**src/rtl/instr_fetch_unit.sv**
```systemverilog
`default_nettype none
// ============================================================================
//  Module      : instr_fetch_unit
//  Description : Instruction-fetch stage. Issues one word read per PC to
//                instruction memory (req/ready + rvalid), registers the
//                returned instruction, predecodes its fields and pulses
//                pc_enable once per executed instruction.
//  Revision    : 1.0 - initial release
// ============================================================================
module instr_fetch_unit #(
    parameter int TIMEOUT   = 255,  // max WAIT cycles before a fetch error
    parameter int TIMEOUT_W = 8,    // wait-counter width, 2**TIMEOUT_W > TIMEOUT
    parameter int CNT_W     = 32    // retired-fetch counter width
) (
    input  logic             clk,
    input  logic             reset,
    input  logic [31:0]      pc,
    input  logic             stall,
    output logic             mem_req,
    output logic [31:0]      mem_addr,
    input  logic             mem_ready,
    input  logic             mem_rvalid,
    input  logic [31:0]      mem_rdata,
    output logic [31:0]      instr,
    output logic             instr_valid,
    output logic [25:0]      jea,
    output logic [31:0]      imm_sign_extend,
    output logic             is_nop,
    output logic             pc_enable,
    output logic             fetch_error,
    output logic [CNT_W-1:0] fetch_count
);

    // State encoding
    localparam logic [2:0] c_st_idle  = 3'd0;
    localparam logic [2:0] c_st_req   = 3'd1;
    localparam logic [2:0] c_st_wait  = 3'd2;
    localparam logic [2:0] c_st_exec  = 3'd3;
    localparam logic [2:0] c_st_hold  = 3'd4;
    localparam logic [2:0] c_st_error = 3'd5;

    localparam logic [TIMEOUT_W-1:0] c_timeout_cnt = TIMEOUT_W'(TIMEOUT);

    logic [2:0]           r_state;
    logic [2:0]           w_state_next;
    logic [31:0]          r_instr;
    logic [31:0]          w_instr_next;
    logic                 r_instr_valid;
    logic                 w_instr_valid_next;
    logic [TIMEOUT_W-1:0] r_wait_cnt;
    logic [TIMEOUT_W-1:0] w_wait_cnt_next;
    logic [TIMEOUT_W-1:0] w_wait_cnt_inc;
    logic [CNT_W-1:0]     r_fetch_count;
    logic [CNT_W-1:0]     w_fetch_count_next;

    assign w_wait_cnt_inc = r_wait_cnt + TIMEOUT_W'(1);

    // State register and datapath registers; reset overrides everything
    always_ff @(posedge clk) begin
        if (reset) begin
            r_state       <= c_st_idle;
            r_instr       <= 32'h0;
            r_instr_valid <= 1'b0;
            r_wait_cnt    <= '0;
            r_fetch_count <= '0;
        end else begin
            r_state       <= w_state_next;
            r_instr       <= w_instr_next;
            r_instr_valid <= w_instr_valid_next;
            r_wait_cnt    <= w_wait_cnt_next;
            r_fetch_count <= w_fetch_count_next;
        end
    end

    // Next-state and register-update logic; rvalid outside WAIT is dropped
    always_comb begin
        w_state_next       = r_state;
        w_instr_next       = r_instr;
        w_instr_valid_next = r_instr_valid;
        w_wait_cnt_next    = r_wait_cnt;
        w_fetch_count_next = r_fetch_count;

        case (r_state)
            c_st_idle: begin
                w_state_next = c_st_req;
            end
            c_st_req: begin
                // A misaligned PC wins over a same-cycle ready
                if (pc[1:0] != 2'b00) begin
                    w_state_next = c_st_error;
                end else if (mem_ready) begin
                    w_state_next    = c_st_wait;
                    w_wait_cnt_next = '0;
                end
            end
            c_st_wait: begin
                w_wait_cnt_next = w_wait_cnt_inc;
                // rvalid wins over a coincident timeout
                if (mem_rvalid) begin
                    w_instr_next       = mem_rdata;
                    w_instr_valid_next = 1'b1;
                    w_state_next       = stall ? c_st_hold : c_st_exec;
                end else if (w_wait_cnt_inc == c_timeout_cnt) begin
                    w_state_next = c_st_error;
                end
            end
            c_st_exec: begin
                w_fetch_count_next = r_fetch_count + CNT_W'(1);
                w_state_next       = c_st_req;
            end
            c_st_hold: begin
                if (!stall) begin
                    w_state_next = c_st_exec;
                end
            end
            c_st_error: begin
                w_state_next = c_st_error;
            end
            default: begin
                w_state_next = c_st_idle;
            end
        endcase
    end

    // Outputs decode from state and registers only (predecode from instr)
    always_comb begin
        mem_req         = (r_state == c_st_req);
        mem_addr        = mem_req ? pc : 32'h0;
        pc_enable       = (r_state == c_st_exec);
        fetch_error     = (r_state == c_st_error);
        instr           = r_instr;
        instr_valid     = r_instr_valid & (r_state != c_st_error);
        jea             = r_instr[25:0];
        imm_sign_extend = {{16{r_instr[15]}}, r_instr[15:0]};
        is_nop          = ~instr_valid | (r_instr == 32'h0);
        fetch_count     = r_fetch_count;
    end

endmodule
`default_nettype wire

```
**config.mk**
```make
export PLATFORM = sky130hd
export DESIGN_NAME = instr_fetch_unit
export DESIGN_NICKNAME = d
export VERILOG_FILES = /design/src/rtl/instr_fetch_unit.sv
export SDC_FILE = /design/constraint.sdc
export NUM_CORES = 1
export LEC_CHECK = 0
export CAP_MARGIN = 20
export CORE_MARGIN = 5
export CORE_UTILIZATION = 40
export DETAILED_ROUTE_END_ITERATION = 10
export GPL_TIMING_DRIVEN = 0
export PLACE_DENSITY_LB_ADDON = 0.05
export SLEW_MARGIN = 30
export SYNTH_ARGS = -nofsm -noshare
export SYNTH_HDL_FRONTEND = slang
export SYNTH_SLANG_ARGS = --single-unit
```
**constraint.sdc**
```tcl
create_clock -name clk -period 2.2 [get_ports clk]
set_input_delay 0.55 -clock clk [delete_from_list [all_inputs] [get_ports clk]]
set_output_delay 0.55 -clock clk [all_outputs]
set_load 0.05 [all_outputs]
```
==> summary.txt <==
Outcome
  – Outcome: finished clean

Global route
  – GR met1 Demand/Resource: 23.5%
  – Vias in the first global route: 4207
  – GRT Util Overall: 20.1%
  – First-pass GRT wire length: 21300 um
  – Met3 Use GR: 6.15%
  – Busiest grt layer: met2
  – Gr ovfl total: 0
  – Met2 Use GR: 35.9%
  – Largest net degree at the start of global routing: 22
  – Antenna violations before repair: 0

Yosys
  – Synthesis warning total: 0
  – Post-Syn Instances: 527
  – Net Count, Synth: 599
  – Xor-xnor portion of the synthesized cell area: 5.19%
  – Synth Area per Inst: 8.00 um^2
  – Ys async rst share: 0%
  – Synth Area in Adders: 0.890%
  – Top cells by area, synth: dfxtp_1, buf_4, nand2_1
  – Register bit total from synthesis: 76
  – Mapped cell area: 0.00422 mm^2
  – Simple-gate area share of the yosys netlist: 32.0%
  – Seq/Total Area, Yosys: 36.1%
  – Mux cell area share after synthesis: 0.237%
  – Synth top area share: 36.1%
  – Prevailing post-synth register cell: dfxtp_1
  – Compound-gate portion of the synthesized area: 10.4%
  – Post-synth top area cell: dfxtp_1
  – Largest family of logic cells by synthesized area: simple AND/OR/NAND/NOR gates
  – Post-synth EDFFs: 0
  – Synth cell types: 49

Layout
  – Most common cell after layout, fill and taps aside: clkdlybuf4s50_1
  – Util after Layout: 67.2%
  – Diodes inserted: 0
  – Fin nets: 838
  – Area Growth Syn to Fin: 64.6%
  – Commonest cells after routing, fill and taps aside: clkdlybuf4s50_1, nand2_1, buf_4, dfxtp_1, a21oi_1
  – Share of layout cells above drive strength 1: 21.7%
  – Post-Layout Inst Area: 0.00694 mm^2

STA
  – RSZ-0062 raised after global routing: yes
  – Final slew viol count: 0
  – Hold Violations, Final: 0
  – Final setup vio count: 0
  – Tcrit/Tclk final: 97.6%
  – PnR worst setup slack: 52.6 ps
  – Relative slew slack: 54.2%
  – Worst Tran Pin Value: 684 ps
  – Post-Route Skew: 10.5 ps
  – F_max: 466 MHz
  – Min Tclk post-route: 2150 ps

Clock network
  – CTS tree: done
  – Root buf cell: clkbuf_8
  – CTS Buf Count: 9
  – Sink Count: 76
  – H-tree levels: 3
  – Reg clk slew, reported paths: 80 ps
  – Clk_lat worst skew: 340 ps
  – Post-CTS Hold Buffers: 0
  – Longest Clk Path Bufs: 2

Pwr
  – PD cells: 656 mW/mm^2
  – Peak VDD IR: 540 uV
  – Leakage: 3.29 nW
  – Final Power: 0.00455 W

Placement
  – GPL Wtd Cong: 0.862
  – Dpl cell area: 0.00667 mm^2
  – Setup WS pre-CTS: -582 ps
  – Detail Placement HPWL: 10700 um
  – Buffers on Ports: 227

Floorplan
  – Ports: 228
  – Die ar.: 0.0127 mm^2
  – Num rows: 37
  – Die Height: 113 um
  – Width of the die: 113 um
  – Initial core utilization: 40.8%
  – Core area: 0.0103 mm^2

Worst setup path
  – CP Class: reg2out
  – Critical Path AT: 1600 ps
  – Critical path required time: 1650 ps
  – CP Max Fanout: 5
  – Critical path's top delay family: buffers and inverters
  – Slowest library cell on the worst path: clkdlybuf4s50_1
  – Worst path max stage delay: 840 ps
  – CP startpoint: fetch_count[4]
  – Crit path capture type: output port
  – Ordered list of cells on the worst path: clkdlybuf4s50_1
  – Worst r2r src: r_state[1]
  – Critical Path Source Type: flip-flop
  – Buf/Inv on CP: 1

Detailed routing
  – Post-Route WL: 13600 um
  – Post-route DRC: 0
  – Via density per instance: 4.81
  – Avg WL per Cell: 15.0 um
  – Initial DRC Count: 171
  – Post-route ant nets: 0
  – Drt first pass iters: 4
  – Vias: 4366

Job
  – Max-cap violations: 0

Worst hold path
  – Hold_sp: instr[30]
  – Worst min path class: reg2reg
==> per-layer routing <==
layer  wire (um)  up-vias
li1            -     2208
met1        5580     1981
met2        6720      164
met3        1190       13
met4         124        0
met5           0        -
==> final timing paths <==
path	end	slack [ps]	cells past startpoint
setup / recovery	fetch_count[4]	50	1
hold / removal	instr[30]	480	2
setup reg to reg	instr[22]	300	7
hold reg to reg	instr[30]	480	2
==> timing repair <==
action,in CTS,in global routing
setup buffers,2,0
setup endpoints to repair,98,72
pin swaps,1,0
resized for setup,288,89
hold endpoints to repair,0,0
==> synthesized netlist by cell type (2+ instances only) <==
master and n:
nand4_2 2, or3_1 6, ha_1 3, o21ai_0 13, nand4_1 8, and4_1 3, buf_4 60, a21oi_1 48
nor4_2 3, dfxtp_1 76, buf_2 6, nor4_4 4, a21o_1 2, nor4_1 10, clkbuf_2 2, nand2b_1 5
inv_1 11, nand3_1 12, and3_1 37, nor3_2 4, xnor2_1 21, buf_6 3, nor2_1 44, clkbuf_1 20
nand3b_1 2, a211oi_1 3, and2_1 6, nand2_1 79, nor2b_1 3, a31oi_1 3, nor3_1 7, xor2_1 4
==> stage by stage <==
stage / hold slack, ps / TNS, ps / cells
3_5_place_dp: 469 / -20130 / 890
2_1_floorplan: 432 / 0 / 527
4_1_cts: 481 / -14.0 / 908
3_3_place_gp: 460 / -17740 / 890
5_1_grt: 515 / -22.6 / 907
6_report: 479 / 0 / 907
==> sequential cells by signal (all words and copies together) (netlist names) <==
signal         cells
r_state            3
r_instr_valid      1
instr             32
fetch_count       32
r_wait_cnt         8
==> report_power, final <==
group,leakage (nW),total [W],internal [W],switching [W]
Combinational,2.57,0.00193,0.000721,0.00121
Clock,0.102,0.00115,0.000639,0.000507
Sequential,0.614,0.00148,0.00142,0.0000534
Total,3.29,0.00455,0.00278,0.00177
==> cell families after synthesis <==
logic type	Yosys count
xor+xnor	25
mux	1
compound gates	76
simple gates	244
flops	76
fa+ha+maj	3
buf+inv	102
==> layout make-up <==
type / count / area (um^2)
plain buffers: 90 / 631
clock buffers: 10 / 128
clock inverters: 6 / 88.8
fillers: 924 / 3380
inverters: 11 / 45.0
multi-input cells: 349 / 2110
flip-flops and latches: 76 / 1530
well taps: 136 / 170
repair buffers: 229 / 2240
Note: power is estimated with default switching activity, not from simulation.
